**src/rtl/dir_escritura_pkg.sv**
```systemverilog
// Shared definitions for the RTC write-address sequencer: state encoding,
// default register window and the legal-index rule for single-register mode.
package dir_escritura_pkg;

    localparam logic [2:0] S_IDLE  = 3'd0;
    localparam logic [2:0] S_CHECK = 3'd1;
    localparam logic [2:0] S_REQ   = 3'd2;
    localparam logic [2:0] S_NEXT  = 3'd3;
    localparam logic [2:0] S_DONE  = 3'd4;

    localparam logic [7:0] RTC_WR_BASE = 8'h21;
    localparam int         RTC_WR_NUM  = 8;

    // A 1-based register index is legal when it falls inside 1..num.
    function automatic logic idx_legal(input int idx, input int num);
        return (idx >= 1) && (idx <= num);
    endfunction

endpackage

```
**src/rtl/dir_idx_map.sv**
```systemverilog
// Index-to-address map for the write window, plus the illegal-index flag
// used to reject a single-mode request before any bus activity.
module dir_idx_map
    import dir_escritura_pkg::*;
#(
    parameter int              ADDR_W    = 8,
    parameter logic [ADDR_W-1:0] BASE_ADDR = RTC_WR_BASE,
    parameter int              NUM_REGS  = RTC_WR_NUM,
    parameter int              IDX_W     = 4
) (
    input  logic [IDX_W-1:0]  idx,
    input  logic [IDX_W-1:0]  sel_idx,
    output logic [ADDR_W-1:0] addr,
    output logic              sel_illegal
);

    // idx is 0-based here; wrap-around is modulo 2^ADDR_W.
    assign addr        = BASE_ADDR + ADDR_W'(idx);
    assign sel_illegal = !idx_legal(int'(sel_idx), NUM_REGS);

endmodule

```
**src/rtl/dir_escritura_seq.sv**
```systemverilog
// Write-address sequencer: sweeps the RTC register window under a per-register
// mask, or writes one selected register, handshaking each write with wr_req/wr_ack.
module dir_escritura_seq
    import dir_escritura_pkg::*;
#(
    parameter int                ADDR_W    = 8,
    parameter logic [ADDR_W-1:0] BASE_ADDR = RTC_WR_BASE,
    parameter int                NUM_REGS  = RTC_WR_NUM,
    parameter int                IDX_W     = 4
) (
    input  logic                clk,
    input  logic                reset,
    input  logic                EN,
    input  logic                start,
    input  logic                single,
    input  logic [IDX_W-1:0]    sel_idx,
    input  logic [NUM_REGS-1:0] mask,
    input  logic                wr_ack,
    output logic [ADDR_W-1:0]   addr_out,
    output logic                addr_oe,
    output logic                wr_req,
    output logic [IDX_W-1:0]    idx_out,
    output logic                busy,
    output logic                done,
    output logic                err,
    output logic                abort,
    output logic [2:0]          state_dbg
);

    localparam int               MASK_W   = 1 << IDX_W;
    localparam logic [IDX_W-1:0] LAST_IDX = IDX_W'(NUM_REGS - 1);
    localparam logic [IDX_W-1:0] ONE      = IDX_W'(1);

    generate
        if (int'(BASE_ADDR) + NUM_REGS - 1 >= (1 << ADDR_W)) begin : g_bad_window
            $error("dir_escritura_seq: register window exceeds address space");
        end
        if ((1 << IDX_W) <= NUM_REGS) begin : g_bad_idx_w
            $error("dir_escritura_seq: IDX_W too narrow for NUM_REGS");
        end
    endgenerate

    logic [2:0]          state;
    logic [IDX_W-1:0]    idx;
    logic                single_q;
    logic [NUM_REGS-1:0] mask_q;
    logic [MASK_W-1:0]   mask_ext;
    logic [ADDR_W-1:0]   map_addr;
    logic                sel_illegal;

    dir_idx_map #(
        .ADDR_W    (ADDR_W),
        .BASE_ADDR (BASE_ADDR),
        .NUM_REGS  (NUM_REGS),
        .IDX_W     (IDX_W)
    ) u_map (
        .idx         (idx),
        .sel_idx     (sel_idx),
        .addr        (map_addr),
        .sel_illegal (sel_illegal)
    );

    // Widened so the mask can be indexed directly by the idx counter.
    assign mask_ext = MASK_W'(mask_q);

    always_ff @(posedge clk or negedge reset) begin
        if (!reset) begin
            state    <= S_IDLE;
            idx      <= '0;
            single_q <= 1'b0;
            mask_q   <= '0;
            addr_out <= '0;
            idx_out  <= '0;
            err      <= 1'b0;
            abort    <= 1'b0;
        end else begin
            err   <= 1'b0;
            abort <= 1'b0;
            if (state == S_IDLE) begin
                if (start && EN) begin
                    if (!single) begin
                        idx      <= '0;
                        single_q <= 1'b0;
                        mask_q   <= mask;
                        state    <= S_CHECK;
                    end else if (!sel_illegal) begin
                        idx      <= sel_idx - ONE;
                        single_q <= 1'b1;
                        mask_q   <= mask;
                        state    <= S_CHECK;
                    end else begin
                        err <= 1'b1;
                    end
                end
            end else if (!EN) begin
                // Abort beats a coincident wr_ack: the write is abandoned.
                state   <= S_IDLE;
                idx_out <= '0;
                abort   <= 1'b1;
            end else begin
                case (state)
                    S_CHECK: begin
                        addr_out <= map_addr;
                        idx_out  <= idx + ONE;
                        if (!single_q && !mask_ext[idx]) state <= S_NEXT;
                        else                             state <= S_REQ;
                    end
                    S_REQ: begin
                        if (wr_ack) state <= S_NEXT;
                    end
                    S_NEXT: begin
                        if (single_q || idx == LAST_IDX) begin
                            state <= S_DONE;
                        end else begin
                            idx   <= idx + ONE;
                            state <= S_CHECK;
                        end
                    end
                    S_DONE: begin
                        idx_out <= '0;
                        state   <= S_IDLE;
                    end
                    default: state <= S_IDLE;
                endcase
            end
        end
    end

    // Handshake and status outputs are pure decodes of the state register.
    assign wr_req    = (state == S_REQ);
    assign addr_oe   = (state == S_REQ);
    assign busy      = (state != S_IDLE);
    assign done      = (state == S_DONE);
    assign state_dbg = state;

endmodule

```
**config.mk**
```make
export PLATFORM = sky130hd
export DESIGN_NAME = dir_escritura_seq
export DESIGN_NICKNAME = d
export VERILOG_FILES = /design/src/rtl/dir_escritura_pkg.sv /design/src/rtl/dir_idx_map.sv /design/src/rtl/dir_escritura_seq.sv
export SDC_FILE = /design/constraint.sdc
export NUM_CORES = 1
export LEC_CHECK = 0
export ABC_CLOCK_PERIOD_IN_PS = 1900
export CAP_MARGIN = 20
export CORE_UTILIZATION = 43
export DETAILED_ROUTE_END_ITERATION = 12
export PLACE_DENSITY = 0.75
export SLEW_MARGIN = 25
export SYNTH_ARGS = -nofsm -noshare
export SYNTH_HDL_FRONTEND = slang
export SYNTH_SLANG_ARGS = --single-unit
```
**constraint.sdc**
```tcl
create_clock -name clk -period 1.9 [get_ports clk]
set_input_delay 0.285 -clock clk [delete_from_list [all_inputs] [get_ports clk]]
set_output_delay 0.285 -clock clk [all_outputs]
set_load 0.1 [all_outputs]
```
; ---- Word-level counts from Yosys, hierarchy flattened
; Index checks and enable logic that the tools add are counted.
[op_classes]
eq_ne = 11
addsub = 3
n_reduce_logical = 15
magnitude_cmp = 3
bitwise_logic = 1
mux = 30
[op_table]
columns = cell, n
row1 = $mux W4, 8
row2 = $mux W3, 7
row3 = $mux W8, 2
row4 = $mux W1, 10
row5 = $pmux W3 S3, 1
row6 = $reduce_and A3 Y1, 3
row7 = $pmux W4 S2, 1
row8 = $add A6 B4 Y7 const A, 1
row9 = $eq A3 B2 Y1 const B, 2
row10 = $lt A4 B5 Y1 const B, 1
row11 = $reduce_and A5 Y1, 1
row12 = $add A4 B1 Y4 const B, 1
row13 = $bmux W1 S4, 1
row14 = $eq A4 B3 Y1 const B, 1
row15 = $ge A4 B1 Y1 const B, 1
row16 = $le A4 B4 Y1 const B, 1
row17 = $ne A2 B1 Y1 const B, 2
row18 = $ne A4 B3 Y1 const B, 1
row19 = $reduce_bool A2 Y1, 2
row20 = $sub A4 B1 Y4 const B, 1
row21 = $eq A3 B1 Y1 const B, 1
row22 = $eq A3 B3 Y1 const B, 1
row23 = $logic_and A1 B1 Y1, 3
row24 = $logic_not A3 Y1, 1
row25 = 8 further kinds, 9
[totals]
reg_bits = 30
in_bits = 18
wordCells = 71

; ---- Depth between registers and ports, before layout
; Gate-level depths: netlist of the first run.
[depth]
ltp_word = 8
ltp_mapped = 8
depth_no_buf = 7

; ---- Hierarchy
; From an unflattened synthesis of the first run, not the netlist that was laid out.
[unflattened]
hier_cells = 159
area_unflattened_um2 = 1621.6
[modules_own_cells]
columns = module, area_each_um2, n_inst, cells_per_inst, seq_area_each_um2
row1 = dir_escritura_seq, 1527.7, 1, 146, 750.7
row2 = dir_idx_map, 93.8, 1, 13, 0.0

; ---- Worst setup path after synthesis of the first run
; No wires, ideal clock.
[synth_timing]
kind = flip-flop to output port
from = register state[2] (netlist: state_dbg[2])
to = output port done
arrival_time_ps = 3311
slack_ps = -1696
path_buffers = 0
path_stages_with_launch = 2
cell_sequence = dfrtp_1 -> nor3b_1
[synth_via]
elab_chain_len = 1
[synth_lines]
columns = item, line
row1 = from (decl), dir_escritura_seq.sv:43  ; logic [2:0] state;
row2 = from (signal assigned), dir_escritura_seq.sv:68  ; state <= S_IDLE;
row3 = from (signal assigned), dir_escritura_seq.sv:85  ; state <= S_CHECK;
row4 = from (signal assigned), dir_escritura_seq.sv:90  ; state <= S_CHECK;
row5 = $eq A3 B3 Y1, dir_escritura_seq.sv:133  ; assign done = (state == S_DONE);
row6 = to (decl), dir_escritura_seq.sv:24  ; output logic done,
; Every way passes these cells.

; ---- Worst setup path after layout of the first run
[layout_timing]
from = register state[2] (netlist: state_dbg[2])
to = output port addr_oe
[layout_via]
elab_chain_len = 1
[layout_lines]
columns = item, line
row1 = $eq A3 B2 Y1, dir_escritura_seq.sv:131  ; assign addr_oe = (state == S_REQ);
row2 = to (decl), dir_escritura_seq.sv:20  ; output logic addr_oe,
; Every way passes these cells.

==> results of run 1 <==
-- state kept, by name, summed over array words and instances, names as in the netlist --
name	flops
idx_out	4
addr_out	6
state_dbg	3
err	1
mask_q	8
idx	4
abort	1
single_q	1
-- kinds of logic after synthesis --
kind of cell,after synthesis,share of synthesized area (%)
buffers and inverters,16,6.29
adders and majority gates,4,3.31
other,1,0.248
muxes,15,13.2
AOI/OAI and AO/OA,23,11.9
DFF,28,46.4
xor gates and xnor gates,5,2.90
and+or+nand+nor,42,15.7
-- synthesized netlist by cell type, types with 2 or more instances --
cell,number
o21ai_0,6
a22o_1,3
nand3_1,5
o31ai_1,2
nor2_1,8
nor2b_1,2
nand2_1,10
a21oi_1,3
mux2_2,6
buf_6,3
mux2_4,6
xnor2_1,5
nand2b_1,4
nor4b_1,2
ha_1,4
buf_4,3
o2bb2ai_1,2
inv_1,8
a311o_1,2
mux2i_1,2
dfrtp_1,28
nor3_1,2
-- routing by layer --
metal / up-vias / share of wire [%] / track usage, %
li1: 578 / - / -
met1: 596 / 43 / 25.3
met4: 0 / 1.4 / 6.17
met3: 6 / 4.0 / 2.94
met5: - / 0 / 0
met2: 39 / 52 / 36.2
-- cells in the final DEF, fill, tap and decap left out, types with 2 or more instances in the layout --
| cell type | count |
|---|---|
| dlygate4sd2_1 | 2 |
| a21oi_1 | 3 |
| a22o_1 | 3 |
| inv_2 | 2 |
| conb_1 | 2 |
| clkbuf_4 | 3 |
| buf_12 | 8 |
| clkdlybuf4s50_1 | 15 |
| xnor2_1 | 5 |
| dfrtp_1 | 25 |
| ha_1 | 2 |
| nor3_1 | 2 |
| nand2_1 | 9 |
| nand3_1 | 5 |
| buf_4 | 31 |
| mux2i_1 | 2 |
| nor2_1 | 7 |
| dfrtp_4 | 3 |
| mux2_2 | 5 |
| mux2_4 | 7 |
| ha_2 | 2 |
| o2bb2ai_1 | 2 |
| nor2b_1 | 2 |
| nand2b_1 | 4 |
| a311o_1 | 2 |
| inv_1 | 5 |
| o21ai_0 | 5 |
| o31ai_1 | 2 |
-- power groups by stage --
stage | sequential [mW] | combinational [mW] | clock [mW]
after detailed placement | 1.05 | 2.12 | 0
after floorplan | 1.67 | 0.917 | 0
after CTS | 0.989 | 2.20 | 0.300
final | 0.985 | 2.22 | 0.291
after global placement | 1.03 | 2.09 | 0
after global routing | 1.01 | 2.34 | 0.328
-- area by class of cell --
class,count,area (um2),share of cell area [%]
timing repair buffer,57,572,26.3
tap,46,57.6,2.65
multi-input combinational,91,764,35.1
sequential,28,712,32.7
clock buffer,4,36.3,1.67
inverter,8,33.8,1.55
-- final timing paths --
kind	startpoint	end	slack, ns	depth (start not counted)
setup / recovery	state_dbg[2]	addr_oe	0.06	3
hold / removal	reset	idx_out[1]	0.32	2
setup reg to reg	idx[0]	idx[1]	0.07	6
hold reg to reg	addr_out[5]	addr_out[5]	0.50	1
max in group asynchronous	reset	state_dbg[2]	1.29	2
min in group clk	sel_idx[0]	idx[0]	0.49	3
-- worst register-to-register path: stages (launching register included) --
cell and delay (ns):
dfrtp_1 0.41, ha_1 0.24, and3b_1 0.22, nor4_2 0.27
nand2_1 0.13, nand2_2 0.12, mux2_2 0.35
-- stage by stage --
step | setup TNS [ns] | power, mW | area, um2 | setup slack [ns] | cells
finish | 0 | 3.50 | 2180 | 0.0580 | 234
CTS | 0 | 3.49 | 2160 | 0.0443 | 233
floorplan | -2.00 | 2.59 | 1570 | -0.347 | 135
detailed placement | -6.25 | 3.16 | 2090 | -0.512 | 226
global route | -0.0550 | 3.68 | 2180 | -0.0281 | 234
global placement | -3.65 | 3.12 | 2090 | -0.318 | 226
-- what timing repair did --
action,CTS,global route
setup endpoints to repair,13,3
buffers inserted,3,1
resized for setup,8,1
hold buffers,0,0
gates cloned,0,0
pin swaps,2,0
==> results by group, run 1 <==
Run status
  – Run status: complete, no violations

Global routing
  – Grt ovf: 0
  – First-pass GRT wire length: 5510 um
  – Total track usage: 20.3%
  – Pin count of the biggest net entering global routing: 29
  – Initial antenna violation count: 0
  – Vias in the first global route: 1221

Floorplan
  – I/O Pins: 39
  – Die area: 3760 um2
  – Core Area: about 3400 um2
  – Std-Cell Rows: 21
  – Die W: 61.3 um
  – Chip height: a little over 60 um
  – Initial Util: approximately 45%

Setup path
  – Kind of critical path: reg2out
  – Worst Path Arrival: roughly 1.6 ns
  – Crit-path max cell delay: about 0.55 ns
  – Worst path slowest cell: dfrtp_4
  – CP top delay family: flip-flops
  – CP Capture Type: output port
  – CP Buf/Inv Count: 1
  – Worst path cell trace: nand2b_1 -> nor2_4 -> buf_12
  – CP startpoint kind: flip-flop
  – CP Max Fanout: 7
  – WP data required: about 1.6 ns

Detailed routing
  – DRC errors left: 0
  – WL per Instance: roughly 15 um
  – DR vias/cell: between 5 and 6
  – 1st-pass router iterations: 4
  – Initial detailed-routing violation count: 55
  – DRT antenna net count: 0
  – Vias: 1219
  – Routed WL: 3390 um

Cells and area
  – ANT cells: 0
  – Total Nets Final: 211
  – Final Util: 64.7%
  – Fill count: 297
  – Area Overhead vs Synth: 44.0%
  – Share of layout cells above drive strength 1: 39.9%

CTS
  – CTS root buffer: clkbuf_4
  – CTS tree: yes
  – Worst-Skew Late Latency: 0.32 ns
  – CTS Sinks: 28
  – H-tree Lvls: 1
  – TritonCTS buffer count: 3
  – Clk buf depth: 2
  – CTS clk-pin slew, worst paths: 0.15 ns

Hold path
  – Hold WC Path Type: in2async

Logic synthesis
  – Seq/Total Area, Yosys: a little under half
  – Post-synthesis register bit count: 28
  – EDFF count, synth: 0
  – Cell taking the most area after synthesis: dfrtp_1
  – Ys flop type: dfrtp_1
  – Mapped Area: 1510 um2
  – Top cell type's share of synthesized area: 46.4%
  – Fraction of registers with async set/reset: 100%
  – Yosys cell types: 40
  – Yosys warns: 0
  – Post-Syn Instances: 134
  – Area contributors post-synth: dfrtp_1, mux2_4, mux2_2
  – Syn Area/Cell: 11.3 um2

STA
  – Hold_ws: 0.320 ns
  – Final hold vios: 0
  – RSZ-0062 raised after global routing: yes
  – F_max: 543 MHz
  – Worst clock skew: 0.00124 ns
  – Fin crit period: ~1.8 ns
  – Max Slew Vio Count: 0
  – Period utilization: 96.9%
  – Final setup violation count: 0

Job
  – # Max-Cap Violations: 0

Power and ir drop
  – Switching portion of total power: 50.0%
  – Pwr dens: roughly 1600 nW/um2
  – Clock power frac: 8.3%
  – Peak supply drop: 0.606 mV
  – Pleak: 0.982 nW
  – Reg power frac: 28.2%
  – Combinational Power Share: between 60 and 70%
  – P_sw: 1.75 mW
  – P_int: about 1.7 mW

Placement
  – Post-DP HPWL: 2640 um
  – RePlAce Congestion: between 0.8 and 0.9
  – Number of buffers added on ports: 36
Power figures use the tool's default switching activity.
==> run 2, diff against run 1 <==
==> constraint.sdc (replaced) <==
create_clock -name clk -period 1.9 [get_ports clk]
set_input_delay 0.285 -clock clk [delete_from_list [all_inputs] [get_ports clk]]
set_output_delay 0.285 -clock clk [all_outputs]
set_load 0.005 [all_outputs]
==> run 2 against run 1 <==
Cell count is 3.4% higher. Count of clock-buffer cells in the layout stayed put. Power is 28% lower. Wire length is 0.94% higher. Highest routed layer unchanged.
==> results by group, run 2 (same netlist as run 1, synthesis figures left out) <==
Run status
  – Run status: complete, no violations (unchanged)

STA
  – Final setup violation count: 0 (unchanged)
  – Period utilization: 97.6% (was 96.9%)
  – Max Slew Vio Count: 0 (unchanged)
  – F_max: 539 MHz (was 543 MHz)
  – Fin crit period: 1.85 ns (was 1.84 ns)
  – Final hold vios: 0 (unchanged)
  – Hold_ws: 0.320 ns (about the same)
  – Worst clock skew: 0.0118 ns (was 0.00124 ns)
  – Post-Route Setup TNS: 0 ns (unchanged)
  – Final WS setup: 0.0454 ns (was 0.0580 ns)

CTS
  – CTS root buffer: clkbuf_4 (unchanged)
  – Clk buf depth: 2 (unchanged)
  – CTS clk-pin slew, worst paths: 0.15 ns (about the same)
  – Worst-Skew Late Latency: 0.33 ns (was 0.32 ns)
  – TritonCTS buffer count: 3 (unchanged)
  – CTS Hold Bufs: 0 (unchanged)
  – CTS Sinks: 28 (unchanged)
  – H-tree Lvls: 1 (unchanged)
  – CTS tree: yes (unchanged)

Global routing
  – Pin count of the biggest net entering global routing: 29 (unchanged)
  – Initial antenna violation count: 0 (unchanged)
  – Vias in the first global route: 1232 (was 1221)
  – Total track usage: 19.8% (was 20.3%)
  – Grt ovf: 0 (unchanged)
  – First-pass GRT wire length: 5490 um (was 5510 um)

Power and ir drop
  – Pwr dens: 1170 nW/um2 (was 1610 nW/um2)
  – Switching portion of total power: 33.2% (was 50.0%)
  – Pleak: 1.00 nW (was 0.982 nW)
  – Design Power: 2.52 mW (was 3.50 mW)
  – P_sw: 0.837 mW (was 1.75 mW)
  – Reg power frac: 39.3% (was 28.2%)
  – P_int: 1.69 mW (was 1.75 mW)
  – Peak supply drop: 0.495 mV (was 0.606 mV)
  – Combinational Power Share: 49.4% (was 63.5%)
  – Clock power frac: 11.3% (was 8.3%)

Cells and area
  – Fill count: 280 (was 297)
  – Max FFs per register: 8 (unchanged)
  – Biggest register: mask_q (unchanged)
  – Share of layout cells above drive strength 1: 31.1% (was 39.9%)
  – Top Registers: mask_q: 8 flops, addr_out: 6 flops (unchanged)
  – Most frequent cells in the layout: clkdlybuf4s50_1, buf_4, dfrtp_1 (was buf_4, dfrtp_1, clkdlybuf4s50_1)
  – Reg area: 703 um2 (was 712 um2)
  – ANT cells: 0 (unchanged)
  – Total Nets Final: 219 (was 211)
  – Multi-input gate area: 744 um2 (was 764 um2)
  – Commonest non-fill, non-tap cell in the layout: clkdlybuf4s50_1 (was buf_4)
  – Area Overhead vs Synth: 43.3% (was 44.0%)
  – Final Util: 64.4% (was 64.7%)

Setup path
  – Kind of critical path: reg2out (unchanged)
  – R2R depth: 7 (was 6)
  – CP Capture Type: output port (unchanged)
  – CP startpoint: state_dbg[2] (unchanged)
  – Reg2Reg Setup Slack: 0.11 ns (was 0.07 ns)
  – CP Max Fanout: 3 (was 7)
  – Worst Setup EP: addr_oe (unchanged)
  – R2R Path Start: state_dbg[2] (was idx[0])
  – CP startpoint kind: flip-flop (unchanged)
  – Worst Path Arrival: 1.57 ns (was 1.56 ns)
  – R2r endpoint: idx[1] (unchanged)
  – WP data required: 1.62 ns (about the same)

Floorplan
  – Die area: 3760 um2 (unchanged)
  – Std-Cell Rows: 21 (unchanged)
  – I/O Pins: 39 (unchanged)
  – Core Area: 3360 um2 (unchanged)
  – Initial Util: 44.9% (unchanged)
  – Die W: 61.3 um (unchanged)
  – Chip height: 61.3 um (unchanged)

Detailed routing
  – WL per Instance: 14.2 um (was 14.5 um)
  – DRT antenna net count: 0 (unchanged)
  – DRC errors left: 0 (unchanged)
  – Vias: 1268 (was 1219)
  – Initial detailed-routing violation count: 71 (was 55)
  – DR vias/cell: 5.24 (was 5.21)
  – 1st-pass router iterations: 4 (unchanged)
  – Routed WL: 3430 um (was 3390 um)

Hold path
  – Hold WC Path Type: in2async (unchanged)

Placement
  – Pre-CTS setup slack: -0.418 ns (was -0.512 ns)
  – Number of buffers added on ports: 36 (unchanged)
  – RePlAce Congestion: 0.861 (was 0.872)
  – Post-DP HPWL: 2590 um (was 2640 um)

Job
  – # Max-Cap Violations: 0 (unchanged)
[run 2: cell types whose count changed in the layout (fill, tap and decap cells not counted), sizes merged]
| cell | previous run | this run |
|---|---|---|
| dlymetal6s2s | 0 | 2 |
| inv | 7 | 8 |
| dlygate4sd2 | 2 | 4 |
| buf | 40 | 29 |
| clkinvlp | 1 | 0 |
| clkdlybuf4s50 | 15 | 30 |
[run 2: power by group through the flow]
stage	sequential, mW	clock [mW]	combinational (mW)
after global routing	1.02	0.313	1.37
after floorplan	0.974	0	0.678
after detailed placement	1.01	0	1.14
after global placement	0.987	0	1.12
after CTS	0.987	0.293	1.24
final	0.991	0.285	1.25
[run 2: per-stage QoR]
stage / cells / cell area (um2)
2_1_floorplan: 135 / 1520
3_3_place_gp: 229 / 2020
3_5_place_dp: 229 / 2020
4_1_cts: 241 / 2140
5_1_grt: 242 / 2170
6_report: 242 / 2170
[run 2: what timing repair did]
action,CTS,global route
buffers inserted,8,1
pin swaps,2,5
resized for setup,10,7
endpoints found under the setup margin,12,11
[run 2: routing by layer]
layer  part of all wire (%)  global-route usage (%)
met2                     50                    35.1
met4                    1.9                    6.49
met3                    4.6                    2.73
met5                      0                       0
met1                     43                    24.9
[run 2: area by class of cell]
class	instances	share of cell area (%)
Inverter	8	1.39
Timing Repair Buffer	65	27.4
Sequential cell	28	32.5
Multi-Input combinational cell	91	34.4
Tap cell	46	2.66
Clock buffer	4	1.68
[run 2: worst min path at each step]
stage	cells after the start	start	to
2_1_floorplan	0	reset	abort
3_3_place_gp	1	addr_out[5]	addr_out[5]
3_5_place_dp	1	addr_out[5]	addr_out[5]
4_1_cts	2	reset	idx_out[2]
5_1_grt	2	reset	idx_out[2]
6_report	2	reset	idx_out[2]
[run 2: worst max-delay path: stages, from the launching register on]
cell and delay [ns]:
dfrtp_2 0.44, nand2b_1 0.20, nor2_2 0.14, buf_4 0.12, buf_4 0.11, dlygate4sd2_1 0.23
